<file path="src/rtl/clk_prescaler.sv">
// ---------------------------------------------------------------------------
// clk_prescaler
//   Free-running binary prescaler. An N-bit up-counter advances on every
//   enabled clk edge. The counter MSB is a 50% duty-cycle divided clock with
//   period 2^N. A single-cycle tick marks the last enabled cycle of each
//   period. The raw count is also exported for logic in the clk domain.
//
//   out is taken straight from a flop, so it is glitch-free. It may clock
//   slow scan logic. Logic that stays in the clk domain should use tick as a
//   clock enable instead of clocking from out.
// ---------------------------------------------------------------------------
module clk_prescaler #(
    parameter int unsigned N = 16        // counter width, legal range 1..32
) (
    input  logic         clk,
    input  logic         reset,          // asynchronous, active-high
    input  logic         en,             // high = advance, low = hold
    output logic         out,            // divided clock, period 2^N cycles
    output logic         tick,           // last enabled cycle of each period
    output logic [N-1:0] count           // current counter value
);

    logic [N-1:0] count_q;
    logic [N-1:0] count_d;

    // Next-state: advance by one when enabled (natural wrap modulo 2^N), else hold.
    always_comb begin
        count_d = count_q;
        if (en) begin
            count_d = count_q + N'(1);
        end
    end

    // Counter register with asynchronous clear; the phase is discarded on reset.
    // NOTE: sequential state uses non-blocking (<=) so every flop samples
    // pre-edge values; blocking here would create order-dependent races.
    always_ff @(posedge clk or posedge reset) begin
        if (reset) begin
            count_q <= '0;
        end else begin
            count_q <= count_d;
        end
    end

    // Outputs: out is the register MSB (no extra latency), tick is the
    // enabled all-ones cycle, masked while reset is held high.
    always_comb begin
        count = count_q;
        out   = count_q[N-1];
        tick  = en & (&count_q) & ~reset;
    end

endmodule

</file>
<file path="config.mk">
export PLATFORM = sky130hd
export DESIGN_NAME = clk_prescaler
export DESIGN_NICKNAME = d
export VERILOG_FILES = /design/src/rtl/clk_prescaler.sv
export SDC_FILE = /design/constraint.sdc
export NUM_CORES = 1
export LEC_CHECK = 0
export CORE_MARGIN = 5
export CORE_UTILIZATION = 35
export DETAILED_ROUTE_END_ITERATION = 10
export PLACE_DENSITY = 0.6
export SLEW_MARGIN = 20
export SYNTH_ARGS = -nofsm -noshare
export SYNTH_HDL_FRONTEND = slang
export SYNTH_SLANG_ARGS = --single-unit
</file>
<file path="constraint.sdc">
create_clock -name clk -period 2.5 [get_ports clk]
set_input_delay 0.5 -clock clk [delete_from_list [all_inputs] [get_ports clk]]
set_output_delay 0.5 -clock clk [all_outputs]
set_load 0.02 [all_outputs]
</file>
# ---- After elaboration in Yosys (flattened, before gate mapping)
# Cells that the tools add are included.
dict set report totals {
  elab_cells 6
  in_bits 3
  regBits 16
  output_inout_bits 18
}
dict set report classes {
  n_addsub 1
  n_reduce_logical 1
  bitwise_logic 3
}
# cell n
set op_table {}
lappend op_table {{$add 16x1->16 const B} 1}
lappend op_table {{$reduce_and 16->1} 1}
lappend op_table {{$and 1x1->1} 2}
lappend op_table {{$not 1->1} 1}

# ---- Longest topological paths before layout
dict set report logic_depth {
  depth_word 3
  depth_mapped 5
  ltp_nobuf 5
}

# ---- Least setup slack after synthesis
# OpenSTA, ideal clock, no wires.
dict set report synth_path {
  kind {flip-flop to output port}
  start {register count_q[0] (netlist: count[0])}
  end {output port tick}
  required_ps 2000
  path_slack_ps 212
  path_buffers 0
  arrival_ps 1788
  stages_incl_launch_ff 5
  path_cell_list {dfrtp_1 -> ha_1 -> and2_1 -> nand4_2 -> nor4_1}
}
dict set report synth_via {
  elab_chain_cells 3
}
# element line_no
set synth_rtl {}
lappend synth_rtl {{start: declaration} 23} ;# logic [N-1:0] count_q;
lappend synth_rtl {{start signal: assignment} 41} ;# count_q <= count_d;
lappend synth_rtl {{$reduce_and 16->1} 50} ;# tick = en & (&count_q) & ~reset;
lappend synth_rtl {{$and 1x1->1 (2 in a row)} 50}
lappend synth_rtl {{end: declaration} 19} ;# output logic tick,
# Every way passes these cells.

# ---- Worst setup path in the final report
dict set report layout_path {
  start {input port en}
  end {output port tick}
}
dict set report layout_via {
  elab_chain_cells 2
}
# element line_no
set layout_rtl {}
lappend layout_rtl {{start: declaration} 17} ;# input logic en,
lappend layout_rtl {{$and 1x1->1 (2 in a row)} 50}
# Every way passes these cells.

==> flow_results.xml <==
<?xml version="1.0" encoding="UTF-8"?>
<metrics>
  <group name="floorplanning">
    <metric name="dieHeight" unit="um">55.5</metric>
    <metric name="num_rows" unit="">16</metric>
    <metric name="core" unit="um^2">1960</metric>
    <metric name="die_area" unit="um^2">3080</metric>
    <metric name="die_width" unit="um">55.5</metric>
    <metric name="top_level_port_count" unit="">21</metric>
    <metric name="start_util" unit="">0.370</metric>
  </group>
  <group name="global_routing">
    <metric name="gr-usage-all-layers" unit="">0.107</metric>
    <metric name="grt_overflow" unit="">0</metric>
    <metric name="antenna_found_initial" unit="">0</metric>
    <metric name="first_global_vias" unit="">591</metric>
    <metric name="grt_pass1_wl" unit="um">2660</metric>
    <metric name="grt_start_max_net_pins" unit="">17</metric>
  </group>
  <group name="timing">
    <metric name="rsz0062_at_grt" unit="">no</metric>
    <metric name="period_needed" unit="ps">2290</metric>
    <metric name="report.final.setup_viol" unit="">0</metric>
    <metric name="setup_skew" unit="ps">1.55</metric>
    <metric name="maxSlewHeadroom" unit="">0.592</metric>
    <metric name="final_critical_path_setup_slack" unit="ps">207</metric>
    <metric name="post-route-period-util" unit="">0.917</metric>
    <metric name="worstMarginPinSlew" unit="ps">612</metric>
    <metric name="maxSlewViolCount" unit="">0</metric>
    <metric name="setup-tns-final" unit="ps">0</metric>
    <metric name="timing_hold_violations_final" unit="">0</metric>
    <metric name="max_freq" unit="MHz">436</metric>
  </group>
  <group name="detailed_routing">
    <metric name="drt.antenna.violating_nets" unit="">0</metric>
    <metric name="post_drt_wl_per_cell" unit="um">12.5</metric>
    <metric name="detail_route.drc_violations" unit="">0</metric>
    <metric name="vias" unit="">548</metric>
    <metric name="drtPass1Iterations" unit="">2</metric>
    <metric name="initialDrtViolationCount" unit="">4</metric>
    <metric name="postRouteWirelength" unit="um">1440</metric>
    <metric name="routed_via_density" unit="">4.77</metric>
  </group>
  <group name="power">
    <metric name="static-leakage-power" unit="nW">0.455</metric>
    <metric name="power_density" unit="nW/um^2">819</metric>
    <metric name="vdd_ir_drop_max" unit="uV">472</metric>
  </group>
  <group name="synth">
    <metric name="synth.avg_cell_area" unit="um^2">11.9</metric>
    <metric name="synth_instances" unit="">61</metric>
    <metric name="synthesis.yosys.warnings" unit="">0</metric>
    <metric name="ys_seq_area_frac" unit="">0.552</metric>
    <metric name="mappedNetlistArea" unit="um^2">726</metric>
    <metric name="yosys_register_bits" unit="">16</metric>
    <metric name="postSynthNetCount" unit="">65</metric>
    <metric name="synth.distinct_cells" unit="">18</metric>
  </group>
  <group name="clock_tree">
    <metric name="cts_tree" unit="">built</metric>
    <metric name="htree_levels" unit="">1</metric>
    <metric name="clock_sinks" unit="">16</metric>
    <metric name="cts_buffers" unit="">3</metric>
    <metric name="post_cts_buffers" unit="">0</metric>
    <metric name="clk_pin_slew_worst_paths" unit="ps">90</metric>
    <metric name="cts-hold-fix-buffers" unit="">0</metric>
    <metric name="cts.path.max_buffers" unit="">2</metric>
    <metric name="clock-root-buffer" unit="">clkbuf_4</metric>
    <metric name="clk-insertion-delay-late" unit="ps">280</metric>
  </group>
  <group name="setup_path">
    <metric name="critical_path.slowest_cell" unit="">clkdlybuf4s50_1</metric>
    <metric name="crit_path_dat" unit="ps">1790</metric>
    <metric name="timing.critical_path.from_type" unit="">input pin</metric>
    <metric name="worstPathCellList" unit="">clkdlybuf4s50_1, and4_4, nand4_2, nor4_1, clkbuf_2</metric>
    <metric name="category_of_the_worst_setup_path_capture_point" unit="">output pin</metric>
    <metric name="critical_path_peak_fanout" unit="">2</metric>
    <metric name="required" unit="ps">2000</metric>
    <metric name="path_class" unit="">in2out</metric>
    <metric name="critPathMaxStageDelay" unit="ps">480</metric>
  </group>
  <group name="final_layout">
    <metric name="mostFrequentLayoutCells" unit="">clkdlybuf4s50_1 (19), dfrtp_1 (16), xnor2_1 (11)</metric>
    <metric name="drive_above_1_share" unit="">0.170</metric>
    <metric name="multiInputGateArea" unit="um^2">310</metric>
    <metric name="final_design_area_no_fill" unit="um^2">1010</metric>
    <metric name="largest_reg_flops" unit="">16</metric>
    <metric name="post_route_utilization" unit="">0.513</metric>
    <metric name="fillerInstances" unit="">198</metric>
    <metric name="syn_to_final_growth" unit="%">38.8</metric>
    <metric name="layout.area.seq" unit="um^2">400</metric>
    <metric name="layout.cells.non_filler" unit="">115</metric>
    <metric name="layout.cells.most_common" unit="">clkdlybuf4s50_1</metric>
    <metric name="nNetsFinal" unit="">94</metric>
    <metric name="insertedDiodeCount" unit="">0</metric>
  </group>
  <group name="place">
    <metric name="post-place-cells" unit="">112</metric>
    <metric name="number_of_buffer_cells_added_on_primary_ports" unit="">20</metric>
    <metric name="placedInstanceArea" unit="um^2">990</metric>
    <metric name="gp_congestion" unit="">0.724</metric>
    <metric name="pre_cts_ws" unit="ps">-228</metric>
    <metric name="hpwl" unit="um">1080</metric>
  </group>
  <group name="min_path">
    <metric name="hp-class" unit="">reg2reg</metric>
  </group>
  <group name="job">
    <metric name="drv_cap" unit="">0</metric>
  </group>
  <group name="outcome">
    <metric name="run_status" unit="">finished, final reports clean</metric>
  </group>
</metrics>
-- per-layer routing --
| metal | track usage | up-vias | wire (um) |
|---|---|---|---|
| met5 | 0 | - | 0 |
| met1 | 0.138 | 264 | 671 |
| li1 | - | 263 | - |
| met3 | 0.0420 | 2 | 105 |
| met2 | 0.159 | 19 | 640 |
| met4 | 0.0417 | 0 | 19 |
-- critical path, delay by kind of cell --
kind | cells | cell delay (ps)
buf+inv | 2 | 690
simple gates | 3 | 600
-- worst paths after layout --
kind / start / to / slack, ps / cells after the start
worst max-delay path: en / tick / 210 / 5
worst min-delay path: count[9]$_DFFE_PP0P_ / count[9]$_DFFE_PP0P_ / 500 / 1
worst max register to register: count[0]$_DFFE_PP0P_ / count[12]$_DFFE_PP0P_ / 1120 / 6
worst min register to register: count[9]$_DFFE_PP0P_ / count[9]$_DFFE_PP0P_ / 500 / 1
max in group asynchronous: reset / count[5]$_DFFE_PP0P_ / 1490 / 2
min in group asynchronous: reset / count[10]$_DFFE_PP0P_ / 620 / 2
-- report_power, final --
part           internal [mW]  switching, mW  total (mW)
Clock                 0.0559         0.0764       0.132
Combinational          0.171          0.154       0.324
Sequential             0.312         0.0566       0.368
-- kinds of logic after synthesis --
family        synth area share
mux                     0.0155
fa+ha+maj               0.0172
simple gates             0.214
buf+inv                 0.0207
xor+xnor                 0.181
flops                    0.552
-- what timing repair did --
action / 4_1_cts / 5_1_grt
gates resized for setup: 1 / 3
pin swaps: 0 / 0
endpoints found under the setup margin: 1 / 1
-- cell usage after synthesis, drive strengths merged --
cell type | instances | share of area
dfrtp | 16 | 0.55
xor2 | 4 | 0.048
nor3 | 1 | 0.014
buf | 1 | 0.010
and4 | 1 | 0.016
nand3 | 3 | 0.021
nor2 | 3 | 0.016
and2 | 2 | 0.019
ha | 1 | 0.017
xnor2 | 11 | 0.13
inv | 2 | 0.010
nand4 | 7 | 0.078
nand2 | 5 | 0.026
mux2 | 1 | 0.016
and3 | 2 | 0.017
nor4 | 1 | 0.0086
-- layout make-up --
class,count,share of cell area
Clock buffer,3,0.0224
Sequential cell,16,0.398
Inverter,2,0.00745
Timing Repair Buffer,25,0.231
Tap cell,27,0.0335
Multi-Input combinational cell,42,0.308
-- stage by stage --
| step | power (mW) | hold WS [ps] |
|---|---|---|
| floorplan | 0.530 | 414 |
| global placement | 0.698 | 485 |
| global route | 0.881 | 536 |
| detailed placement | 0.702 | 487 |
| CTS | 0.839 | 501 |
| finish | 0.825 | 502 |
Note: power is estimated with default switching activity, not from simulation.
